--- config.mk ---
export PLATFORM = sky130hd
export DESIGN_NAME = wb_select_stage
export DESIGN_NICKNAME = d
export VERILOG_FILES = /design/src/rtl/wb_select_stage.sv
export SDC_FILE = /design/constraint.sdc
export NUM_CORES = 1
export LEC_CHECK = 0
export ABC_CLOCK_PERIOD_IN_PS = 1760
export BUFFER_PORTS_ARGS = -buffer_cell sky130_fd_sc_hd__buf_2
export CAP_MARGIN = 20
export CORE_MARGIN = 2
export CORE_UTILIZATION = 40
export DETAILED_ROUTE_END_ITERATION = 16
export PLACE_DENSITY = 0.73
export SKIP_CTS_REPAIR_TIMING = 1
export SLEW_MARGIN = 10
export SYNTH_ARGS = -nofsm -noshare
export SYNTH_HDL_FRONTEND = slang
export SYNTH_SLANG_ARGS = --single-unit
--- constraint.sdc ---
create_clock -name clk -period 1.76 [get_ports clk]
set_clock_uncertainty 0.05 [all_clocks]
set_input_delay 0 -clock clk [delete_from_list [all_inputs] [get_ports clk]]
set_output_delay 0 -clock clk [all_outputs]
set_load 0.01 [all_outputs]
--- src/rtl/wb_select_stage.sv ---
// wb_select_stage: write-back result select for the 8-bit CPU.
// Selects ALU / memory / link / immediate, registers a one-cycle
// register-file write, waits for late memory data and counts committed writes.
// Optional feature macro: WB_R0_ZERO_EN (suppress writes to register 0).
module wb_select_stage #(
    parameter int DATA_W     = 8,
    parameter int REG_ADDR_W = 2,
    parameter int CNT_W      = 16
) (
    input  logic                  clk,
    input  logic                  reset,
    input  logic                  in_valid,
    output logic                  in_ready,
    input  logic [1:0]            in_sel,
    input  logic                  in_we,
    input  logic [REG_ADDR_W-1:0] in_rd,
    input  logic [DATA_W-1:0]     in_alu,
    input  logic [DATA_W-1:0]     in_link,
    input  logic [DATA_W-1:0]     in_imm,
    input  logic                  mem_rvalid,
    input  logic [DATA_W-1:0]     mem_rdata,
    input  logic                  flush,
    output logic                  rf_we,
    output logic [REG_ADDR_W-1:0] rf_waddr,
    output logic [DATA_W-1:0]     rf_wdata,
    output logic [CNT_W-1:0]      wr_count
);

    localparam logic [1:0] SEL_ALU  = 2'b00;
    localparam logic [1:0] SEL_MEM  = 2'b01;
    localparam logic [1:0] SEL_LINK = 2'b10;
    localparam logic [1:0] SEL_IMM  = 2'b11;

`ifdef WB_R0_ZERO_EN
    localparam bit R0_ZERO = 1'b1;
`else
    localparam bit R0_ZERO = 1'b0;
`endif

    typedef enum logic {
        IDLE     = 1'b0,
        WAIT_MEM = 1'b1
    } state_t;

    state_t                  state;
    state_t                  nextState;
    logic                    pendWe;
    logic [REG_ADDR_W-1:0]   pendRd;
    logic                    accept;
    logic                    capture;
    logic                    doWrite;
    logic                    writeEn;
    logic [REG_ADDR_W-1:0]   wrAddr;
    logic [DATA_W-1:0]       wrData;
    logic [DATA_W-1:0]       selData;

    assign in_ready = (state == IDLE);
    assign accept   = in_valid && in_ready && !flush;

    // Source multiplexer for the request presented this cycle.
    always_comb begin
        // NOTE: every always_comb output gets a default first so no path leaves it unassigned (no latch).
        selData = in_alu;
        case (in_sel)
            SEL_ALU:  selData = in_alu;
            SEL_MEM:  selData = mem_rdata;
            SEL_LINK: selData = in_link;
            SEL_IMM:  selData = in_imm;
            default:  selData = in_alu;
        endcase
    end

    // Decide this cycle's commit, capture of a late load, and next state.
    always_comb begin
        nextState = state;
        capture   = 1'b0;
        doWrite   = 1'b0;
        wrAddr    = '0;
        wrData    = '0;
        case (state)
            IDLE: begin
                if (accept) begin
                    if (in_sel == SEL_MEM && !mem_rvalid) begin
                        capture   = 1'b1;
                        nextState = WAIT_MEM;
                    end else begin
                        doWrite = in_we;
                        wrAddr  = in_rd;
                        wrData  = selData;
                    end
                end
            end
            WAIT_MEM: begin
                // A flush wins over a response arriving in the same cycle.
                if (flush) begin
                    nextState = IDLE;
                end else if (mem_rvalid) begin
                    doWrite   = pendWe;
                    wrAddr    = pendRd;
                    wrData    = mem_rdata;
                    nextState = IDLE;
                end
            end
            default: nextState = IDLE;
        endcase
    end

    // Register 0 may be hard-wired to zero; a suppressed write neither strobes nor counts.
    assign writeEn = doWrite && !(R0_ZERO && (wrAddr == '0));

    // State, pending load fields, registered write port and commit counter.
    always_ff @(posedge clk or posedge reset) begin
        if (reset) begin
            // NOTE: the pending load fields are reset too, so a load cut off by reset leaves nothing behind.
            state    <= IDLE;
            pendWe   <= 1'b0;
            pendRd   <= '0;
            rf_we    <= 1'b0;
            rf_waddr <= '0;
            rf_wdata <= '0;
            wr_count <= '0;
        end else begin
            // NOTE: non-blocking assignments so every register samples pre-edge values.
            state <= nextState;
            rf_we <= writeEn;
            if (capture) begin
                pendWe <= in_we;
                pendRd <= in_rd;
            end
            if (writeEn) begin
                rf_waddr <= wrAddr;
                rf_wdata <= wrData;
                wr_count <= wr_count + CNT_W'(1);
            end
        end
    end

endmodule

After elaboration in Yosys (flattened, before gate mapping):

Cells that the tools add are included.

* register bits: 31
* output and inout bits: 28
* word-level logic and storage cells: 40

* add/subtract/negate cells: 1
* eq/ne operators: 3
* mux-type cells: 22
* bitwise logic cells: 1
* reduce and logical (&&, ||, !) cells: 6

Operator list (count)
* $mux W8: 4
* $pmux W8 S4: 1
* $add A16 B1 Y16 const B: 1
* $pmux W8 S2: 1
* $mux W1: 9
* $mux W2: 4
* $eq A2 B2 Y1 const B: 2
* $pmux W1 S2: 2
* $pmux W2 S2: 1
* $logic_and A1 B1 Y1: 3
* $eq A2 B1 Y1 const B: 1
* $logic_not A1 Y1: 2
* $logic_not A2 Y1: 1
* $not A1 Y1: 1

Logic depth before layout (Yosys ltp):

* depth after elaboration: 5
* depth in mapped cells: 7
* depth with buffers taken out: 5

Least setup slack after synthesis:

Ideal clock, no wire load.

* path kind: register to register
* from: register state
* to: register wr_count[15]
* setup time: 79 ps
* arrival time: 1377 ps
* slack: 253 ps
* cell stages (with the launch flop): 6
* buffers on the path: 1
* cell sequence: dfrtp_1 > nand4bb_1 > a2bb2oi_4 > buf_6 > nor4_4 > xor2_1

* cells in the longest elaborated chain, start to end: 5

RTL lines
* from (decl): RTL line 45 `state_t state;`
* from (signal assigned): RTL line 124 `state <= nextState;`
* $not A1 Y1
* $logic_and A1 B1 Y1 (2 in a row): RTL line 58 `assign accept = in_valid && in_ready && !flush;`
* $mux W1: RTL line 82 `if (accept) begin`
* $pmux W1 S2 *: RTL line 80 `case (state)`
* to (signal assigned): RTL line 133 `wr_count <= wr_count + CNT_W'(1);`
* to (decl): RTL line 26 `output logic [CNT_W-1:0] wr_count`

Mark *: on every way between the ends. The rest lies on a longest branch, timed or not.
A chain may end at the register's enable or synchronous reset.

Worst setup path after layout:

* from: register state
* to: register wr_count[8]

Same word-level chain as after synthesis.

==> summary.txt <==
#FFs+latches synth - 31
top cells by count, synth - dfrtp_1 (31), nor2_1 (22), xor2_1 (11)
crit path time final - 1.63 ns
clk root buf - clkbuf_8
CP Launch Type - flip-flop
Die ar. - 0.00469 mm²
TritonCTS clock tree - yes
crit path buf inv count - 1
EDFF count, synth - 0
top cell type's share of synthesized area - 0.467
Multi-input gate area - 852 µm²
Fillers - 354
area leader, netlist - dfrtp_1
Ports - 70
pin count of the biggest net entering global routing - 32
# rows - 23
CP Cell Sequence - and3b_1 -> a2bb2oi_4 -> inv_2 -> nand3b_1 -> xnor2_1
HPWL after DPL - 2.97 mm
CP required - 1.92 ns
Total GRT Usage - 0.188
Die Wd - 68.5 µm
layout cells sized above 1 - 0.439
H-tree depth - 2
Area after DPL - 0.00207 mm²
1st-pass router iterations - 4
clock latency on the worst-skew pair - 0.28 ns
WS Path Type - flip-flop to flip-flop
NumNets Final - 263
Pwr Density - 844 mW/mm²
final WL - 4.02 mm
CP delay by family, top - flip-flops
Core Util, Final - 0.568
synth warn - 0
drt initial violations - 69
Mapped Nets - 177
Synth Cell Area - 0.00166 mm²
failing checks - negative hold slack
Final Hold Vio Count - 2
Final Max Slew Viols - 0
worst slack at placement - 0.129 ns
Post-DRT Antenna Nets - 0
initial antenna violation count - 0
Core Box Area - 0.00400 mm²
Worst Setup End Kind - flip-flop
Hold WC Path Type - primary input to flip-flop
P_leak - 1.17 nW
final setup fails - 0
Yosys cell types - 31
fmax - 615 MHz
R2R Setup Slk - 0.13 ns
slew at the pin closest to its max-slew limit - 0.390 ns
Peak supply drop - 0.000389 V
Mean Syn Cell Area - 12.4 µm²
Synth async-reset ratio - 1.00
total number of vias - 1430
Die Span Y - 68.5 µm
grt total ovfl - 0
Finished Cell Area - 0.00227 mm²
Worst Slack Setup Final - 0.134 ns
total CTS buffers - 5
Worst Path Arrival - 1.78 ns
DRC - 0
register area - 776 µm²
CTS Buffer Depth - 2
area grow syn2layout - 36.7%
CP max FO - 15
Primary FF master, synth - dfrtp_1
first-pass GRT wire length - 6.35 mm
CP peak stage delay - 0.43 ns
Synth area leaders - dfrtp_1 (47%), mux4_1 (9.5%), xor2_1 (5.8%)
vias in the first global route - 1387
Crit-path slowest cell - dfrtp_1
initial core utilization - 0.415
Fin Hold WS - -0.0361 ns
Final Cycle Share - 0.924
sequential area share after synthesis - 0.467
vias per inst - 5.28
Port Buffer Count - 69
RSZ-0062 raised after global routing - false
top-count cell post-synth - dfrtp_1
Worst-path clk slew - 0.06 ns
Placer Congestion - 0.766
WL per Instance - 14.8 µm
Mapped Cells - 134
slew margin rel. - 0.739
status - finished, violations left
Max-Cap Viols - 0
Sink Count - 31
ant diodes - 0
setup TNS - 0 ns
==> registers in the layout, summed over array words and instances (netlist names) <==
| name | cells |
|---|---|
| wr_count | 16 |
| rf_wdata | 8 |
| pendRd | 2 |
| rf_waddr | 2 |
| pendWe | 1 |
| rf_we | 1 |
| state | 1 |
==> power by group <==
part / internal [W] / total (W) / switching (W)
Sequential: 0.000826 / 0.000938 / 0.000112
Clock: 0.000277 / 0.000529 / 0.000252
Combinational: 0.000231 / 0.000451 / 0.000219
Total: 0.00133 / 0.00192 / 0.000583
==> area by class of cell <==
class                           count  share of cell area
Inverter                            3             0.00496
Clock inverter                      1             0.00220
Tap cell                           50              0.0275
Timing Repair Buffer               85               0.215
Clock buffer                        7              0.0336
Sequential cell                    31               0.342
Multi-Input combinational cell     94               0.375
==> per-stage QoR <==
step | cells | total power (W)
after global placement | 253 | 0.00137
final | 271 | 0.00192
after CTS | 261 | 0.00192
after detailed placement | 253 | 0.00139
after floorplan | 134 | 0.00117
after global routing | 271 | 0.00204
==> path summary, 6_finish.rpt <==
check,cells past startpoint,startpoint,endpoint
setup / recovery,5,state,wr_count[8]
hold / removal,3,mem_rdata[0],rf_wdata[0]
setup reg to reg,5,state,wr_count[8]
hold reg to reg,1,wr_count[15],wr_count[15]
max in group asynchronous,4,reset,rf_wdata[7]
min in group asynchronous,4,reset,wr_count[6]
==> cell families after synthesis <==
family,count (synthesis),share of synthesized area
AOI/OAI and AO/OA,11,0.0685
xor gates and xnor gates,15,0.0791
adders and majority gates,1,0.00753
buffers and inverters,9,0.0346
DFF,31,0.467
muxes,11,0.142
and+or+nand+nor,56,0.201
==> layout by cell type, fill, tap and decap left out, types with 3 or more instances in the layout <==
cell type	synthesis	routed
xnor2_1	4	4
dlygate4sd3_1	0	9
mux4_1	6	6
nor2_1	22	22
xor2_1	11	11
buf_2	1	69
nand4_1	4	4
buf_4	2	7
nand3_1	4	4
mux2_2	3	3
clkbuf_8	0	5
nor3_1	5	4
a221oi_1	10	9
nand2_1	8	8
dfrtp_1	31	31
==> metal layers <==
metal,vias up,global-route usage,part of all wire
met2,69,0.300,0.48
met4,0,0.0775,0.022
met1,680,0.228,0.41
li1,674,-,-
met5,-,0,0
met3,7,0.0691,0.083
==> worst min-delay path: stages <==
cell      delay [ns]
buf_2           0.09
a221oi_1        0.07
nor2_1          0.10
(Power assumes the default switching activity.)
